`src/rtl/lsu_ctrl_pkg.sv`:
```
// Shared definitions for the load/store controller: RV32I funct3 codes,
// access-size fields, FSM states and completion error codes.
package lsu_ctrl_pkg;

  localparam logic [2:0] F3_LB  = 3'b000;
  localparam logic [2:0] F3_LH  = 3'b001;
  localparam logic [2:0] F3_LW  = 3'b010;
  localparam logic [2:0] F3_LBU = 3'b100;
  localparam logic [2:0] F3_LHU = 3'b101;
  localparam logic [2:0] F3_SB  = 3'b000;
  localparam logic [2:0] F3_SH  = 3'b001;
  localparam logic [2:0] F3_SW  = 3'b010;

  localparam logic [1:0] SZ_B = 2'b00;
  localparam logic [1:0] SZ_H = 2'b01;
  localparam logic [1:0] SZ_W = 2'b10;

  localparam logic [1:0] ERR_OK       = 2'b00;
  localparam logic [1:0] ERR_MISALIGN = 2'b01;
  localparam logic [1:0] ERR_ILLEGAL  = 2'b10;
  localparam logic [1:0] ERR_TIMEOUT  = 2'b11;

  typedef enum logic [1:0] {
    ST_IDLE  = 2'd0,
    ST_ADDR  = 2'd1,
    ST_RDATA = 2'd2,
    ST_RESP  = 2'd3
  } state_t;

  // Loads reject 011/110/111; stores accept only byte, half and word.
  function automatic logic f3_illegal(input logic we, input logic [2:0] f3);
    if (we)
      return f3[2] || (f3[1:0] == 2'b11);
    else
      return (f3 == 3'b011) || (f3[2:1] == 2'b11);
  endfunction

endpackage

```
`src/rtl/lsu_align.sv`:
```
// Combinational data-path helper: legality/alignment check, byte strobes,
// store-lane replication and load byte/half extraction with extension.
module lsu_align
  import lsu_ctrl_pkg::*;
(
  input  logic        we,
  input  logic [2:0]  funct3,
  input  logic [1:0]  addr_lo,
  input  logic [31:0] wdata,
  input  logic [31:0] rdata,
  output logic        illegal,
  output logic        misaligned,
  output logic [3:0]  strb,
  output logic [31:0] bus_wdata,
  output logic [31:0] load_data
);

  logic [7:0]  rd_lane [4];
  logic [7:0]  ld_byte;
  logic [15:0] ld_half;

  assign illegal    = f3_illegal(we, funct3);
  assign misaligned = ((funct3[1:0] == SZ_H) && addr_lo[0]) ||
                      ((funct3[1:0] == SZ_W) && (addr_lo != 2'b00));

  // Each byte lane carries the byte, the matching half of the halfword, or its own word byte.
  genvar gi;
  generate
    for (gi = 0; gi < 4; gi++) begin : g_lane
      localparam int HOFF = (gi % 2) * 8;
      assign bus_wdata[gi*8 +: 8] = (funct3[1:0] == SZ_B) ? wdata[7:0] :
                                    (funct3[1:0] == SZ_H) ? wdata[HOFF +: 8] :
                                                            wdata[gi*8 +: 8];
      assign rd_lane[gi] = rdata[gi*8 +: 8];
    end
  endgenerate

  assign ld_byte = rd_lane[addr_lo];
  assign ld_half = addr_lo[1] ? rdata[31:16] : rdata[15:0];

  always_comb begin
    strb = 4'b0000;
    if (we) begin
      case (funct3)
        F3_SB:   strb = 4'b0001 << addr_lo;
        F3_SH:   strb = 4'b0011 << addr_lo;
        F3_SW:   strb = 4'b1111;
        default: strb = 4'b0000;
      endcase
    end
  end

  always_comb begin
    load_data = '0;
    case (funct3)
      F3_LB:   load_data = {{24{ld_byte[7]}}, ld_byte};
      F3_LH:   load_data = {{16{ld_half[15]}}, ld_half};
      F3_LW:   load_data = rdata;
      F3_LBU:  load_data = {24'h0, ld_byte};
      F3_LHU:  load_data = {16'h0, ld_half};
      default: load_data = '0;
    endcase
  end

endmodule

```
`src/rtl/lsu_ctrl.sv`:
```
// Load/store sequencer: accepts one decoded access, runs a valid/ready bus
// transaction, returns extended load data and reports errors/timeouts.
module lsu_ctrl
  import lsu_ctrl_pkg::*;
#(
  parameter int TIMEOUT = 255
) (
  input  logic        i_clk,
  input  logic        i_rst_n,
  input  logic        i_req,
  input  logic        i_we,
  input  logic [2:0]  i_funct3,
  input  logic [31:0] i_addr,
  input  logic [31:0] i_wdata,
  output logic        o_stall,
  output logic        o_done,
  output logic [1:0]  o_err,
  output logic [31:0] o_rdata,
  output logic        o_bus_valid,
  input  logic        i_bus_ready,
  output logic        o_bus_we,
  output logic [31:0] o_bus_addr,
  output logic [31:0] o_bus_wdata,
  output logic [3:0]  o_bus_strb,
  input  logic        i_bus_rvalid,
  input  logic [31:0] i_bus_rdata
);

  localparam int              CNT_W   = $clog2(TIMEOUT + 1);
  localparam logic [CNT_W-1:0] CNT_LIM = CNT_W'(TIMEOUT - 1);

  state_t           state_reg;
  logic             we_reg;
  logic [2:0]       funct3_reg;
  logic [1:0]       addr_lo_reg;
  logic [1:0]       err_reg;
  logic [CNT_W-1:0] cnt_reg;
  logic [31:0]      rdata_reg;
  logic             bus_valid_reg;
  logic             bus_we_reg;
  logic [31:0]      bus_addr_reg;
  logic [31:0]      bus_wdata_reg;
  logic [3:0]       bus_strb_reg;

  logic        in_idle;
  logic        al_we;
  logic [2:0]  al_funct3;
  logic [1:0]  al_addr_lo;
  logic        al_illegal;
  logic        al_misaligned;
  logic [3:0]  al_strb;
  logic [31:0] al_wdata;
  logic [31:0] al_load_data;

  // In IDLE the checker looks at the live request; afterwards at the captured one.
  assign in_idle    = (state_reg == ST_IDLE);
  assign al_we      = in_idle ? i_we           : we_reg;
  assign al_funct3  = in_idle ? i_funct3       : funct3_reg;
  assign al_addr_lo = in_idle ? i_addr[1:0]    : addr_lo_reg;

  lsu_align u_align (
    .we         (al_we),
    .funct3     (al_funct3),
    .addr_lo    (al_addr_lo),
    .wdata      (i_wdata),
    .rdata      (i_bus_rdata),
    .illegal    (al_illegal),
    .misaligned (al_misaligned),
    .strb       (al_strb),
    .bus_wdata  (al_wdata),
    .load_data  (al_load_data)
  );

  always_ff @(posedge i_clk or negedge i_rst_n) begin
    if (!i_rst_n) begin
      state_reg     <= ST_IDLE;
      we_reg        <= 1'b0;
      funct3_reg    <= '0;
      addr_lo_reg   <= '0;
      err_reg       <= ERR_OK;
      cnt_reg       <= '0;
      rdata_reg     <= '0;
      bus_valid_reg <= 1'b0;
      bus_we_reg    <= 1'b0;
      bus_addr_reg  <= '0;
      bus_wdata_reg <= '0;
      bus_strb_reg  <= '0;
    end else begin
      case (state_reg)
        ST_IDLE: begin
          if (i_req) begin
            we_reg      <= i_we;
            funct3_reg  <= i_funct3;
            addr_lo_reg <= i_addr[1:0];
            if (al_illegal) begin
              err_reg   <= ERR_ILLEGAL;
              rdata_reg <= '0;
              state_reg <= ST_RESP;
            end else if (al_misaligned) begin
              err_reg   <= ERR_MISALIGN;
              rdata_reg <= '0;
              state_reg <= ST_RESP;
            end else begin
              err_reg       <= ERR_OK;
              cnt_reg       <= '0;
              bus_valid_reg <= 1'b1;
              bus_we_reg    <= i_we;
              bus_addr_reg  <= {i_addr[31:2], 2'b00};
              bus_wdata_reg <= i_we ? al_wdata : 32'h0;
              bus_strb_reg  <= al_strb;
              state_reg     <= ST_ADDR;
            end
          end
        end
        ST_ADDR: begin
          if (i_bus_ready) begin
            bus_valid_reg <= 1'b0;
            if (we_reg) begin
              rdata_reg <= '0;
              state_reg <= ST_RESP;
            end else begin
              cnt_reg   <= '0;
              state_reg <= ST_RDATA;
            end
          end else if (cnt_reg == CNT_LIM) begin
            bus_valid_reg <= 1'b0;
            err_reg       <= ERR_TIMEOUT;
            rdata_reg     <= '0;
            state_reg     <= ST_RESP;
          end else begin
            cnt_reg <= cnt_reg + CNT_W'(1);
          end
        end
        ST_RDATA: begin
          if (i_bus_rvalid) begin
            rdata_reg <= al_load_data;
            state_reg <= ST_RESP;
          end else if (cnt_reg == CNT_LIM) begin
            err_reg   <= ERR_TIMEOUT;
            rdata_reg <= '0;
            state_reg <= ST_RESP;
          end else begin
            cnt_reg <= cnt_reg + CNT_W'(1);
          end
        end
        ST_RESP: state_reg <= ST_IDLE;
        default: state_reg <= ST_IDLE;
      endcase
    end
  end

  assign o_stall     = (i_req && in_idle) || (state_reg == ST_ADDR) || (state_reg == ST_RDATA);
  assign o_done      = (state_reg == ST_RESP);
  assign o_err       = o_done ? err_reg : ERR_OK;
  assign o_rdata     = rdata_reg;
  assign o_bus_valid = bus_valid_reg;
  assign o_bus_we    = bus_we_reg;
  assign o_bus_addr  = bus_addr_reg;
  assign o_bus_wdata = bus_wdata_reg;
  assign o_bus_strb  = bus_strb_reg;

endmodule

```
`config.mk`:
```
export PLATFORM = sky130hd
export DESIGN_NAME = lsu_ctrl
export DESIGN_NICKNAME = d
export VERILOG_FILES = /design/src/rtl/lsu_ctrl_pkg.sv /design/src/rtl/lsu_align.sv /design/src/rtl/lsu_ctrl.sv
export SDC_FILE = /design/constraint.sdc
export NUM_CORES = 1
export LEC_CHECK = 0
export CORE_UTILIZATION = 41
export CTS_CLUSTER_SIZE = 40
export DETAILED_ROUTE_END_ITERATION = 10
export PLACE_DENSITY = 0.74
export SLEW_MARGIN = 20
export SYNTH_ARGS = -nofsm -noshare
export SYNTH_HDL_FRONTEND = slang
export SYNTH_SLANG_ARGS = --single-unit
```
`constraint.sdc`:
```
create_clock -name i_clk -period 2.2 [get_ports i_clk]
set_clock_uncertainty 0.1 [all_clocks]
set_input_delay 0.66 -clock i_clk [delete_from_list [all_inputs] [get_ports i_clk]]
set_output_delay 0.66 -clock i_clk [all_outputs]
set_load 0.05 [all_outputs]
```
==> results.md <==
* Clk root buf: clkbuf_16
* Routed WL at approximately 28000 µm
* Post-route clock period utilization at 121%
* Die height at 124 µm
* Core Box Area at 0.0145 mm²
* Wire per inst at between 20 and 30 µm
* Ys flop type: dfrtp_1
* Hold slack at 0.131 ns
* Mean Syn Cell Area at 10.9 µm²
* Max-cap violation count at 0
* Worst skew pair latency at 0.44 ns
* # diodes at 0
* Seq/Total Area, Yosys at 48.4%
* Setup CP Type: reg -> reg
* Worst Path Arrival at 2.89 ns
* Vias in the first global route at 6719
* Largest net degree at the start of global routing at 64
* Highest-count cells in the layout ignoring fill and taps: buf_4 (173), dfrtp_1 (118), clkdlybuf4s50_1 (101)
* Die footprint at 0.0154 mm²
* Gate Count Post-Synth at 561
* Commonest non-fill, non-tap cell in the layout: buf_4
* Fin crit period at 2.66 ns
* Die span in x at 124 µm
* Initial antenna violation count at 0
* Final Hold Viols at 0
* Number of remaining DRC errors at 0
* Area Overhead vs Synth at 90.5%
* Startpoint types: register
* GRT Residual Overflow at 0
* IO Pins at 211
* Antenna viol nets, final at 0
* Vias per cell at 6.28
* Port bufs at between 200 and 250
* Status: finished, violations left
* Failing checks: setup timing
* Hold Crit Class: in -> async
* Fill cell count at about 770
* Nets at between 1000 and 1500
* Ratio of cells with drive above 1 in the final layout at between 50% and 60%
* Post-synth EDFFs at 0
* Unrepaired setup endpoints after global routing: yes
* Clock sinks at 118
* Clock transition at the registers of the reported paths at 0.07 ns
* Leak at 5.20 nW
* CP Max Fanout at 8
* Dpl ws at -0.710 ns
* Count of pins over their slew limit at 0
* Worst endpoint required time at between 2 and 2.5 ns
* Power per cell area at 1850 mW/mm²
* Global-route wire length before repair at 37600 µm
* Peak Freq at 376 MHz
* Mapped cell area at 0.00611 mm²
* Initial drt markers at 648
* CP Capture Type: register
* Ys async rst share at 100%
* Worst Tran Pin Value at a little over 0.6 ns
* CTS tree: built
* All-Layer GR Usage at between 30% and 40%
* Post-synth cell types at 64
* FF+latch count, synth at around 120
* Final Wtd Congestion at 0.900
* TritonRoute pass-1 iters at 5
* Final setup TNS at -35.36 ns
* DPL Wire Length at 13700 µm
* Setup violations, final at 107
* Fin worst setup slack at -0.459 ns
* Num CTS Buffers at 17
* Maximum VDD drop at around 1200 µV
* Initial Util at 42.0%
* CTS H-tree depth at 4
* Yosys warnings at 0
* Hold-fix buffers, CTS at 0
* Vias at 6840
* CTS Buffer Depth at 2
* Slew headroom at just under 60%
* FP Rows at 44
per-stage QoR:
step	util (%)	instance area, µm²	std cells	total power [mW]
floorplan	-	6310	562	10.0
global placement	60.9	8850	990	13.3
detailed placement	60.9	8850	990	13.5
CTS	77.3	11200	1075	19.3
global route	80.0	11600	1090	22.1
finish	80.0	11600	1090	21.5
power by group:
part	switching (mW)	internal, mW	total, mW
Clock	1.18	1.92	3.11
Combinational	8.13	6.57	14.7
Sequential	0.733	2.98	3.71
final cells by class:
type	count	area, µm²	share of cell area [%]
sequential	118	2950	25.4
inverter	24	90.1	0.774
clock inverter	15	218	1.87
timing repair buffer	351	3580	30.8
multi-input combinational	381	4140	35.6
clock buffer	17	425	3.66
tap	184	230	1.98
metal layers:
metal | wire [µm] | share of wire (%) | GRT usage, % | vias to the layer above
met2 | 13600 | 48 | 52.6 | 484
met4 | 1210 | 4.3 | 15.8 | 0
li1 | - | - | - | 2815
met5 | 0 | 0 | 0 | -
met1 | 10900 | 39 | 41.2 | 3418
met3 | 2520 | 8.9 | 8.65 | 123
cells by family after synthesis:
family | Yosys count | synth area share, %
AO/OA/AOI/OAI | 194 | 24.2
other | 1 | 0.0614
AND/OR/NAND/NOR | 109 | 8.67
flip-flops | 118 | 48.4
multiplexers | 70 | 12.3
buffers and inverters | 63 | 5.16
adder cells (fa/ha/maj) | 6 | 1.23
worst max-delay path, stage by stage (launching register included):
cell and delay, ns:
dfrtp_1 0.39, inv_2 0.07, ha_4 0.16, buf_6 0.11, buf_4 0.15, nand2b_1 0.11, o211ai_1 0.15, a2111o_1 0.46
a211o_4 0.38, buf_12 0.19, o2bb2ai_2 0.26
Yosys cell counts (all sizes together) (2+ instances only):
master | n | area, µm²
dfrtp | 118 | 2950
o2bb2ai | 43 | 377
mux2 | 42 | 473
nand2 | 42 | 160
a21oi | 31 | 159
mux2i | 28 | 280
buf | 26 | 175
a221oi | 25 | 219
inv | 24 | 90.1
nor2 | 24 | 92.6
o21ai | 23 | 115
a22o | 21 | 184
clkbuf | 13 | 50.0
a211oi | 8 | 60.1
and2 | 8 | 52.6
nor3 | 7 | 35.0
a21o | 6 | 45.0
a31oi | 6 | 37.5
ha | 6 | 75.1
nand3 | 6 | 30.0
o32ai | 6 | 52.6
nand2b | 4 | 25.0
o211ai | 4 | 30.0
and3 | 3 | 18.8
nor2b | 3 | 21.3
a2bb2oi | 2 | 17.5
a31o | 2 | 17.5
and3b | 2 | 17.5
and4 | 2 | 17.5
o22ai | 2 | 25.0
o31a | 2 | 17.5
or2 | 2 | 12.5
final timing paths:
| check | start | end | slack (ns) | depth (start not counted) |
|---|---|---|---|---|
| max | state_reg[0]$_DFFE_PN0N_ | o_rdata[12]$_DFFE_PN0P_ | -0.46 | 10 |
| max reg2reg | state_reg[0]$_DFFE_PN0N_ | o_rdata[12]$_DFFE_PN0P_ | -0.46 | 10 |
| min reg2reg | o_bus_we$_DFFE_PN0P_ | o_bus_we$_DFFE_PN0P_ | 0.39 | 1 |
| min | i_rst_n | o_rdata[29]$_DFFE_PN0P_ | 0.13 | 2 |
| max in group asynchronous | i_rst_n | o_bus_wdata[24]$_DFFE_PN0P_ | 1.54 | 2 |
| min in group i_clk | o_bus_we$_DFFE_PN0P_ | o_bus_we$_DFFE_PN0P_ | 0.39 | 1 |
what timing repair did:
action	CTS	global route
cloned	20	2
resized for setup	183	74
endpoints found under the setup margin	102	114
pin swaps	49	56
setup buffers	33	26
(Power assumes the default switching activity.)
